[config.mk]
export PLATFORM = sky130hd
export DESIGN_NAME = noc_local_inject_arbiter
export DESIGN_NICKNAME = d
export VERILOG_FILES = /design/src/rtl/noc_local_inject_arbiter_pkg.sv /design/src/rtl/rr_priority_picker.sv /design/src/rtl/noc_local_inject_arbiter.sv
export SDC_FILE = /design/constraint.sdc
export NUM_CORES = 1
export LEC_CHECK = 0
export ABC_AREA = 1
export BUFFER_PORTS_ARGS = -buffer_cell sky130_fd_sc_hd__buf_2
export CAP_MARGIN = 40
export CORE_ASPECT_RATIO = 0.6
export CORE_UTILIZATION = 43
export DETAILED_ROUTE_END_ITERATION = 7
export PLACE_DENSITY = 0.89
export REMOVE_ABC_BUFFERS = 1
export SLEW_MARGIN = 20
export SYNTH_ARGS = -nofsm -noshare
export SYNTH_HDL_FRONTEND = slang
export SYNTH_SLANG_ARGS = --single-unit
export TNS_END_PERCENT = 1
[constraint.sdc]
create_clock -name clk_line -period 1.6 [get_ports clk_line]
set_clock_uncertainty 0.05 [all_clocks]
set_input_delay 0 -clock clk_line [delete_from_list [all_inputs] [get_ports clk_line]]
set_output_delay 0 -clock clk_line [all_outputs]
set_load 0.01 [all_outputs]
[src/rtl/noc_local_inject_arbiter_pkg.sv]
// Shared types and helpers for tile-level round-robin arbiters.
package tile_arb_pkg;

    typedef enum logic {
        IDLE = 1'b0,
        BUSY = 1'b1
    } arb_state_t;

    // Index width for an N-entry requester set; never narrower than one bit.
    function automatic int req_idx_w(input int n);
        return (n <= 1) ? 1 : $clog2(n);
    endfunction

    function automatic int rr_next(input int ptr, input int n);
        return (ptr + 1 >= n) ? 0 : ptr + 1;
    endfunction

endpackage

[src/rtl/rr_priority_picker.sv]
// Combinational round-robin picker: first set request at or above ptr, with wrap.
module rr_priority_picker #(
    parameter int N_REQ = 2,
    parameter int IDX_W = 1
) (
    input  logic [N_REQ-1:0] req,
    input  logic [IDX_W-1:0] ptr,
    output logic [N_REQ-1:0] winner,
    output logic             found
);

    always_comb begin
        int               s;
        logic [IDX_W-1:0] idx;
        winner = '0;
        found  = 1'b0;
        s      = 0;
        idx    = '0;
        for (int k = 0; k < N_REQ; k++) begin
            s = int'(ptr) + k;
            if (s >= N_REQ) s = s - N_REQ;
            idx = IDX_W'(s);
            if (!found && req[idx]) begin
                winner[idx] = 1'b1;
                found       = 1'b1;
            end
        end
    end

endmodule

[src/rtl/noc_local_inject_arbiter.sv]
// Packet-level round-robin arbiter sharing the tile's local NoC injection stream.
module noc_local_inject_arbiter
    import tile_arb_pkg::*;
#(
    parameter int BW            = 32,
    parameter int BWB           = BW / 8,
    parameter int N_REQ         = 2,
    parameter int MAX_PKT_BEATS = 256,
    parameter int CNT_W         = 16
) (
    input  logic                   clk_line,
    input  logic                   clk_line_rst_high,
    input  logic                   arb_enable,
    input  logic [N_REQ-1:0]       req_TVALID,
    input  logic [N_REQ*BW-1:0]    req_TDATA,
    input  logic [N_REQ*BWB-1:0]   req_TKEEP,
    input  logic [N_REQ-1:0]       req_TLAST,
    output logic [N_REQ-1:0]       req_TREADY,
    output logic                   out_TVALID,
    output logic [BW-1:0]          out_TDATA,
    output logic [BWB-1:0]         out_TKEEP,
    output logic                   out_TLAST,
    input  logic                   out_TREADY,
    output logic [N_REQ-1:0]       grant_onehot,
    output logic                   busy,
    output logic [N_REQ*CNT_W-1:0] pkt_count,
    output logic                   oversize_err
);

    localparam int REQ_IDX_W = req_idx_w(N_REQ);
    localparam int BCW       = $clog2(MAX_PKT_BEATS + 2);

    arb_state_t                  state, state_nxt;
    logic [REQ_IDX_W-1:0]        rr_ptr, owner;
    logic [N_REQ-1:0]            pick;
    logic                        pick_vld;
    logic [BCW-1:0]              beat_cnt;
    logic [N_REQ-1:0][CNT_W-1:0] cnt;
    logic [N_REQ-1:0][BW-1:0]    data_v;
    logic [N_REQ-1:0][BWB-1:0]   keep_v;
    logic                        xfer;
    logic                        win;

    assign data_v    = req_TDATA;
    assign keep_v    = req_TKEEP;
    assign pkt_count = cnt;
    assign busy      = (state == BUSY);

    rr_priority_picker #(.N_REQ(N_REQ), .IDX_W(REQ_IDX_W)) u_pick (
        .req    (req_TVALID),
        .ptr    (rr_ptr),
        .winner (pick),
        .found  (pick_vld)
    );

    always_comb begin
        owner = '0;
        for (int i = 0; i < N_REQ; i++)
            if (grant_onehot[i]) owner = REQ_IDX_W'(i);
    end

    // Data path is a pure mux: the owner's stream appears on the port with no latency.
    always_comb begin
        out_TVALID = busy & req_TVALID[owner];
        out_TDATA  = data_v[owner];
        out_TKEEP  = keep_v[owner];
        out_TLAST  = req_TLAST[owner];
        req_TREADY = busy ? (grant_onehot & {N_REQ{out_TREADY}}) : '0;
    end

    assign xfer = out_TVALID & out_TREADY;
    assign win  = (state == IDLE) & arb_enable & pick_vld;

    always_comb begin
        state_nxt = state;
        case (state)
            IDLE:    if (win) state_nxt = BUSY;
            BUSY:    if (xfer && out_TLAST) state_nxt = IDLE;
            default: state_nxt = IDLE;
        endcase
    end

    always_ff @(posedge clk_line) begin
        if (clk_line_rst_high) begin
            state        <= IDLE;
            rr_ptr       <= '0;
            grant_onehot <= '0;
            beat_cnt     <= '0;
            cnt          <= '0;
            oversize_err <= 1'b0;
        end else begin
            state <= state_nxt;
            if (win) grant_onehot <= pick;
            if (xfer) begin
                if (out_TLAST) begin
                    grant_onehot <= '0;
                    rr_ptr       <= REQ_IDX_W'(rr_next(int'(owner), N_REQ));
                    cnt[owner]   <= cnt[owner] + 1'b1;
                    beat_cnt     <= '0;
                end else begin
                    if (beat_cnt != BCW'(MAX_PKT_BEATS + 1)) beat_cnt <= beat_cnt + 1'b1;
                    // Flag only; the packet is still forwarded in full.
                    if (beat_cnt == BCW'(MAX_PKT_BEATS - 1)) oversize_err <= 1'b1;
                end
            end
        end
    end

endmodule

==> run metrics, run 1 <==
via count 4,539; met2 WL 5860 um; total track usage 29.1%; Total Wirelength 12,900 um; Netlist cell types 32; Avg Synthesized Cell Area 5.93 um^2; DR iter-0 viols 374; setup ws final -257 ps; cell area after layout 5010 um^2; Max-Cap Viols 0; Die Y 69.5 um; combinational share of power 30.4%; gr ovfl total 0; status finished with violations; Slew Limit Fails 0; ys flop type dfxtp_1; Worst Path Arrival 2010 ps; clock slew at reported path FFs 70 ps; routed wl met3 1270 um; FFs w/ async S/R, synth 0%; cells after synthesis 551; sequential fraction of the synthesis area 28.2%; Post-synth EDFFs 0; Slew Limit Headroom 72.2%; RD Place Congestion 0.978; RSZ-0062 raised after global routing true; CTS sink count 46; CP Max Fanout 6; Net Sw Frac 33.2%; Tightest Pin Transition 417 ps; CTS tree done; die area 7960 um^2; Port Buffer Count 155; Period Utilization, post-route 116%; number of global-route vias before repair 4,047; fmax 539 MHz; Initial Util 44.8%; number of I/O pins 156; CTS Buf Count 5; part of the power in the clock network 33.0%; Syn. warnings 0; largest net degree at the start of global routing 19; Hold Path Class input pin to flop; Vias per Instance 5.29; Worst VDD drop 0.451 mV; drt first pass iters 5; Fin. Hold Viols 0; top-area cell type share of the netlist area 28.4%; die width 115 um; WL met1 5340 um; Yosys reg bits 46; clk buf depth 2; sequential power share 36.5%; final setup vio count 39; core area 7300 um^2; Final min period 1860 ps; Post-Syn Area 3270 um^2; clock root buffer clkbuf_16; Worst Setup End Kind flop; internal power 2.19 mW; worst-case reg-to-reg path depth 11; Final HPWL DP 8670 um; pwr dens 654 nW/um^2; violated checks negative setup slack; Cell Rows 24; total power 3.27 mW; share of layout cells above drive strength 1 39.5%; Routed Antenna Nets 0; antenna cells 0; P&R area growth vs syn 53.2%; H-tree depth 2; switching power 1.09 mW; startpoint types flop; Leak 2.63 nW; initial antenna violation count 0; Nets 837; Hold Crit Depth 4; DRC Markers 0; first-pass GRT wire length 18,300 um; dominant cell type by area after synthesis nand2_1; WL/cell 15.0 um; max layer used met4; worst setup path class flop to flop; pre-CTS WS -236 ps; clock latency on the worst-skew pair 300 ps; Post-DP Area 4390 um^2; Area contributors post-synth nand2_1, dfxtp_1, inv_1; Required @ worst endpoint 1750 ps
## metal layers
layer  global-route usage [%]  vias to the layer above
li1                         -                     2121
met1                     37.8                     2061
met2                     47.5                      305
met3                     5.86                       52
met4                     11.3                        0
met5                        0                        -
## worst paths after layout
path,startpoint,end,slack (ps)
min,req_TVALID[1],grant_onehot[0],20
max,grant_onehot[1],pkt_count[8],-260
max reg2reg,grant_onehot[1],pkt_count[8],-260
min reg2reg,pkt_count[30],pkt_count[30],430
## layout make-up
type,instances,area (um^2)
fillers,568,2290
multi-input cells,428,2230
repair buffers,218,1370
flip-flops and latches,46,927
inverters,54,208
well taps,104,130
clock buffers,5,125
clock inverters,3,25.0
## layout by cell type, fill, tap and decap left out, types with 7 or more instances in the layout
cell type	instances
nor2_4	13
nor2_2	7
nor2_1	33
buf_2	155
buf_4	48
o21ai_1	22
inv_1	50
nand3_1	25
dfxtp_1	43
buf_6	7
nand2_2	19
o21ai_0	13
a21oi_1	19
clkbuf_16	7
nand2_1	228
## registers in the layout (all words and copies together), names as in the netlist
name,cells
rr_ptr,1
grant_onehot,2
busy,1
pkt_count,32
oversize_err,1
beat_cnt,9
## power groups by stage
stage / registers (mW) / logic [mW] / clock network [mW]
floorplan: 1.26 / 0.378 / 0
finish: 1.20 / 0.996 / 1.08
CTS: 1.19 / 0.912 / 1.07
global placement: 1.22 / 0.840 / 0
detailed placement: 1.22 / 0.856 / 0
global route: 1.20 / 1.08 / 1.12
## worst max-delay path, stage by stage, from the launching register on
cell and delay (ps):
dfxtp_4 420, buf_8 170, buf_6 140, nand2_1 90, o21ai_4 110, nand2_4 130, nor2_4 150, nand2_1 110
nor2_2 140, o21ai_1 120, nand2_1 80, inv_1 40
## kinds of logic (layout without fill, tap and decap cells)
| family | count (synthesis) | count (layout) | share of synthesized area (%) |
|---|---|---|---|
| AO/OA/AOI/OAI | 68 | 68 | 11.6 |
| XOR/XNOR | 6 | 6 | 1.61 |
| adder cells (fa/ha/maj) | 4 | 4 | 1.53 |
| buffers and inverters | 77 | 280 | 11.5 |
| flip-flops | 46 | 46 | 28.2 |
| AND/OR/NAND/NOR | 350 | 350 | 45.6 |
## cell usage after synthesis, types with 2 or more instances
library cell  instances
o21a_1                2
nand2_4               2
nor3_1                5
o21ai_0              16
nor2_1               42
nand2_2               5
nand4_1               6
clkbuf_1              4
buf_6                 9
dfxtp_1              46
o21ai_2               5
nor2_2                6
nor2_4                5
a21oi_1              19
buf_2                 8
nand3_1              28
o21ai_1              23
inv_1                50
inv_2                 3
ha_1                  4
xor2_1                6
nand2_1             247
## metrics by stage
step / utilization [%] / std cells / setup TNS (ps) / hold slack [ps]
3_3_place_gp: 60.2 / 833 / -2590 / 221
6_report: 68.6 / 858 / -4340 / 17.7
2_1_floorplan: - / 528 / -101990 / 19.1
4_1_cts: 64.8 / 851 / -1210 / 9.20
3_5_place_dp: 60.2 / 833 / -4800 / 222
5_1_grt: 68.6 / 858 / -7250 / 35.5
## what timing repair did
action,4_1_cts,5_1_grt
buffers inserted,9,5
hold endpoints to repair,1,0
setup endpoints to repair,43,49
resized for setup,35,44
cloned,0,2
hold buffers,1,0
pin swaps,10,26
Note: power is estimated with default switching activity, not from simulation.
==> run 2, diff against run 1 <==
- CORE_MARGIN: not set -> 1.5
- CORE_UTILIZATION: 43 -> 35
- MAX_ROUTING_LAYER: not set -> met4
- PLACE_DENSITY: 0.89 -> 0.77
==> run metrics, run 2 (synthesis gave the netlist of run 1 again) <==
final-layout fill cell count 884 (was 568); gr ovfl total 0 (unchanged); Cell Rows 27 (was 24); clock root buffer clkbuf_16 (unchanged); Fin. Hold Viols 1 (was 0); Period Utilization, post-route 112% (was 116%); largest net degree at the start of global routing 30 (was 19); die area 9950 um^2 (was 7960 um^2); commonest non-fill, non-tap cells in the layout nand2_1, buf_2, inv_1, buf_4, dfxtp_1 (unchanged); core area 9120 um^2 (was 7300 um^2); Slew Limit Fails 0 (unchanged); Max-Cap Viols 0 (unchanged); Post-DP Area 4400 um^2 (was 4390 um^2); Leak 2.61 nW (was 2.63 nW); die width 128 um (was 115 um); Hold Path Class input pin to flop (unchanged); DR iter-0 viols 257 (was 374); number of global-route vias before repair 3,715 (was 4,047); Final HPWL DP 8050 um (was 8670 um); Slew Limit Headroom 77.0% (was 72.2%); total track usage 22.1% (was 29.1%); via count 4,130 (was 4,539); total power 3.18 mW (was 3.27 mW); H-tree depth 2 (unchanged); worst reg-to-reg setup slack -190 ps (was -260 ps); number of I/O pins 156 (unchanged); startpoint types flop (unchanged); violated checks negative hold slack, negative setup slack (was negative setup slack); CTS tree done (unchanged); Setup Total Neg Slack -2580 ps (was -4340 ps); initial antenna violation count 0 (unchanged); status finished with violations (unchanged); Port Buffer Count 155 (unchanged); final setup vio count 25 (was 39); drt first pass iters 5 (unchanged); pre-CTS WS -131 ps (was -236 ps); max reg flops 32 (unchanged); Worst path slowest cell dfxtp_4 (unchanged); Worst VDD drop 0.383 mV (was 0.451 mV); RSZ-0062 raised after global routing true (unchanged); Worst Setup End Kind flop (unchanged); WL/cell 13.3 um (was 15.0 um); Vias per Instance 4.75 (was 5.29); fmax 560 MHz (was 539 MHz); antenna cells 0 (unchanged); max incr delay on CP 370 ps (was 420 ps); Die Y 77.9 um (was 69.5 um); setup ws final -187 ps (was -257 ps); Tightest Pin Transition 341 ps (was 417 ps); clock slew at reported path FFs 60 ps (was 70 ps); CTS sink count 46 (unchanged); Reg area 926 um^2 (was 927 um^2); Worst Path Arrival 1920 ps (was 2010 ps); RD Place Congestion 0.909 (was 0.978); pwr dens 634 nW/um^2 (was 654 nW/um^2); Min Hold Slack -0.351 ps (was 17.7 ps); most frequent CP cell nand2_1 (unchanged); CP cell instances buf_12 > inv_8 > nand2_1 > nand2_2 > ha_4 > nand2_1 > nor2_2 > nand2_1 > nor2_1 > nor2_1 > nand2_1 > o21ai_1 (was buf_8 > buf_6 > nand2_1 > o21ai_4 > nand2_4 > nor2_4 > nand2_1 > nor2_2 > o21ai_1 > nand2_1 > inv_1); cell area after layout 5010 um^2 (about the same); clk buf depth 2 (unchanged); commonest non-fill, non-tap cell in the layout nand2_1 (unchanged); Initial Util 35.8% (was 44.8%); clock latency on the worst-skew pair 290 ps (was 300 ps); share of layout cells above drive strength 1 40.5% (was 39.5%); CP Max Fanout 11 (was 6); Final min period 1790 ps (was 1860 ps); Routed Antenna Nets 0 (unchanged); Total Wirelength 11,600 um (was 12,900 um); first-pass GRT wire length 17,500 um (was 18,300 um); area of the multi-input gates 2230 um^2 (about the same); P&R area growth vs syn 53.4% (was 53.2%); CTS Buf Count 5 (unchanged); worst setup path class flop to flop (unchanged); Nets 838 (was 837); DRC Markers 0 (unchanged); Required @ worst endpoint 1730 ps (was 1750 ps); Final Util 55.0% (was 68.6%)
## run 2: cell count changes in the layout (fill, tap and decap cells not counted), sizes merged
cell / previous run / this run
inv: 55 / 54
clkinv: 1 / 0
clkinvlp: 1 / 0
buf: 215 / 216
a21oi: 20 / 21
clkbuf: 7 / 8
## run 2: per-layer routing
metal  vias to the layer above  global-route usage (%)  share of wire (%)
met5                         -                       -                  0
met2                       177                    32.6                 43
met1                      1805                    30.5                 47
met3                        28                    5.52                8.7
met4                         0                    4.16                1.8
li1                       2120                       -                  -
## run 2: through the flow
| stage | std cells | hold WS, ps |
|---|---|---|
| finish | 870 | -0.351 |
| detailed placement | 846 | 222 |
| global route | 870 | 11.6 |
| floorplan | 528 | 19.1 |
| global placement | 846 | 221 |
| CTS | 856 | 4.98 |
## run 2: critical path, delay by kind of cell, from the launching register on
| kind | cells | cell delay [ps] |
|---|---|---|
| AOI/OAI and AO/OA | 1 | 60 |
| DFF | 1 | 370 |
| buffers and inverters | 2 | 210 |
| adders and majority gates | 1 | 180 |
| and+or+nand+nor | 8 | 830 |
## run 2: timing repair
item                                    in CTS  in global routing
gates resized for setup                     13                 75
endpoints found under the hold margin        1                  0
gates cloned                                 1                  1
pin swaps                                    4                 28
hold buffers                                 1                  0
endpoints found under the setup margin      34                 50
buffers inserted                             1                 14
## run 2: cell type report
type | count | share of cell area (%)
Timing Repair Buffer | 218 | 27.3
Inverter | 54 | 4.24
Multi-Input combinational cell | 429 | 44.4
Sequential cell | 46 | 18.5
Tap cell | 116 | 2.89
Clock buffer | 7 | 2.65
## run 2: report_power, final
group | switching (mW) | internal (mW)
logic | 0.564 | 0.429
clock network | 0.422 | 0.572
registers | 0.0204 | 1.17
## run 2: path summary, 6_finish.rpt
path | end | cells after the start | from
setup / recovery | pkt_count[24] | 12 | grant_onehot[1]
hold / removal | pkt_count[16] | 3 | req_TLAST[1]
setup reg to reg | pkt_count[24] | 12 | grant_onehot[1]
hold reg to reg | rr_ptr | 1 | rr_ptr
==> run 3, diff against run 2 <==
- RECOVER_POWER: not set -> 50
==> run metrics, run 3 (synthesis gave the netlist of run 1 again) <==
status finished with violations (unchanged); violated checks negative hold slack, negative setup slack (unchanged); r2r endpoint pkt_count[24] (unchanged); die width 128 um (unchanged); Vias per Instance 4.75 (about the same); max reg flops 32 (unchanged); Port Buffer Count 155 (unchanged); WL/cell 13.3 um (about the same); pwr dens 638 nW/um^2 (was 634 nW/um^2); Worst VDD drop 0.383 mV (about the same); pre-CTS WS -131 ps (unchanged); Final Util 54.6% (was 55.0%); gr ovfl total 0 (unchanged); Post-DP Area 4400 um^2 (unchanged); Fin. Hold Viols 1 (unchanged); clock slew at reported path FFs 60 ps (about the same); Setup Total Neg Slack -2630 ps (was -2580 ps); Tightest Pin Transition 328 ps (was 341 ps); number of global-route vias before repair 3,715 (unchanged); Nets 838 (unchanged); CTS tree done (unchanged); share of layout cells above drive strength 1 37.1% (was 40.5%); Worst Path Arrival 1920 ps (about the same); drt first pass iters 5 (unchanged); CP Max Fanout 11 (unchanged); Worst Setup End Kind flop (unchanged); setup ws final -186 ps (was -187 ps); final setup vio count 25 (unchanged); switching power 1.01 mW (about the same); Max-Cap Viols 0 (unchanged); Hold Path Class input pin to flop (unchanged); Die Y 77.9 um (unchanged); largest net degree at the start of global routing 30 (unchanged); P&R area growth vs syn 52.5% (was 53.4%); fmax 560 MHz (about the same); DRC Markers 0 (unchanged); Total Wirelength 11,600 um (about the same); cell area after layout 4980 um^2 (was 5010 um^2); startpoint types flop (unchanged); Net Sw Frac 31.7% (about the same); Hold Crit Depth 3 (unchanged); clock latency on the worst-skew pair 290 ps (about the same); Routed Antenna Nets 0 (unchanged); first-pass GRT wire length 17,500 um (unchanged); CTS Buf Count 5 (unchanged); internal power 2.17 mW (about the same); Most Crowded Layer GR met2 (unchanged); DR iter-0 viols 272 (was 257); Period Utilization, post-route 112% (about the same); initial antenna violation count 0 (unchanged); GR Util met3 5.52% (unchanged); combinational share of power 31.2% (was 31.3%); Final min period 1790 ps (about the same); total power 3.18 mW (about the same); commonest non-fill, non-tap cell in the layout nand2_1 (unchanged); Cell Rows 27 (unchanged); number of I/O pins 156 (unchanged); total track usage 22.1% (unchanged); CTS sink count 46 (unchanged); Initial Util 35.8% (unchanged); Leak 2.50 nW (was 2.61 nW); antenna cells 0 (unchanged); clock root buffer clkbuf_16 (unchanged); part of the power in the clock network 31.3% (about the same); clk buf depth 2 (unchanged); sequential power share 37.5% (about the same); worst reg-to-reg setup slack -190 ps (about the same); die area 9950 um^2 (unchanged); RD Place Congestion 0.909 (unchanged); Min Hold Slack -1.41 ps (was -0.351 ps); H-tree depth 2 (unchanged); Final HPWL DP 8050 um (unchanged); Hold Crit Start req_TLAST[1] (unchanged); worst-case reg-to-reg path depth 12 (unchanged); commonest non-fill, non-tap cells in the layout nand2_1, buf_2, inv_1, buf_4, dfxtp_1 (unchanged); core area 9120 um^2 (unchanged); met1 usage 30.5% (unchanged); Slew Limit Fails 0 (unchanged); Required @ worst endpoint 1730 ps (about the same); Slew Limit Headroom 77.9% (was 77.0%); worst setup path class flop to flop (unchanged); RSZ-0062 raised after global routing true (unchanged); Critical R2R Launch grant_onehot[1] (unchanged); via count 4,131 (was 4,130); met2 Track Usage GR 32.6% (unchanged); worst hold endpoint pkt_count[16] (unchanged)
==> run 3: cell types whose count changed in the layout (fill, tap and decap cells not counted), sizes merged <==
cell / before / now
buf: 216 / 191
clkbuf: 8 / 33
==> run 3: power by group through the flow <==
stage,registers [mW],clock network [mW],logic [mW]
2_1_floorplan,1.26,0,0.378
3_5_place_dp,1.22,0,0.838
3_3_place_gp,1.22,0,0.835
6_report,1.19,0.995,0.990
4_1_cts,1.20,1.02,0.855
5_1_grt,1.20,1.07,1.09
==> run 3: worst max-delay path by stage <==
stage,slack [ps],start,cells past startpoint,end
5_1_grt,-260,grant_onehot[1],12,pkt_count[24]
3_3_place_gp,-90,grant_onehot[1],11,pkt_count[14]
2_1_floorplan,-1740,grant_onehot[1],9,pkt_count[16]
6_report,-190,grant_onehot[1],12,pkt_count[24]
3_5_place_dp,-130,beat_cnt[1],9,beat_cnt[8]
4_1_cts,-50,beat_cnt[1],9,beat_cnt[8]
==> run 3: final cells by class <==
cell class,instances,area (um^2)
fillers,897,4140
multi-input cells,429,2230
repair buffers,218,1340
flip-flops and latches,46,926
inverters,54,213
well taps,116,145
clock buffers,7,133
==> run 3: critical path, stage by stage (launching register included) <==
cell,delay (ps)
dfxtp_4,370
buf_12,130
inv_8,80
nand2_1,70
nand2_2,110
ha_4,180
nand2_1,120
nor2_2,170
nand2_1,80
nor2_1,130
nor2_1,70
nand2_1,70
o21ai_1,60
==> run 3: layer usage <==
layer  wire length [um]  vias up
li1                   -     2118
met1               5460     1806
met2               4950      179
met3                997       28
met4                195        0
met5                  0        -
==> run 3: repair_timing <==
action,4_1_cts,5_1_grt
endpoints found under the hold margin,1,0
hold buffers,1,0
cloned,1,1
resized for setup,13,75
pin swaps,4,28
endpoints found under the setup margin,34,50
buffers inserted,1,14
==> run 3: stage by stage <==
| stage | instances | hold WS, ps |
|---|---|---|
| 3_3_place_gp | 846 | 221 |
| 5_1_grt | 870 | 11.6 |
| 2_1_floorplan | 528 | 19.1 |
| 6_report | 870 | -1.41 |
| 3_5_place_dp | 846 | 222 |
| 4_1_cts | 856 | 4.98 |
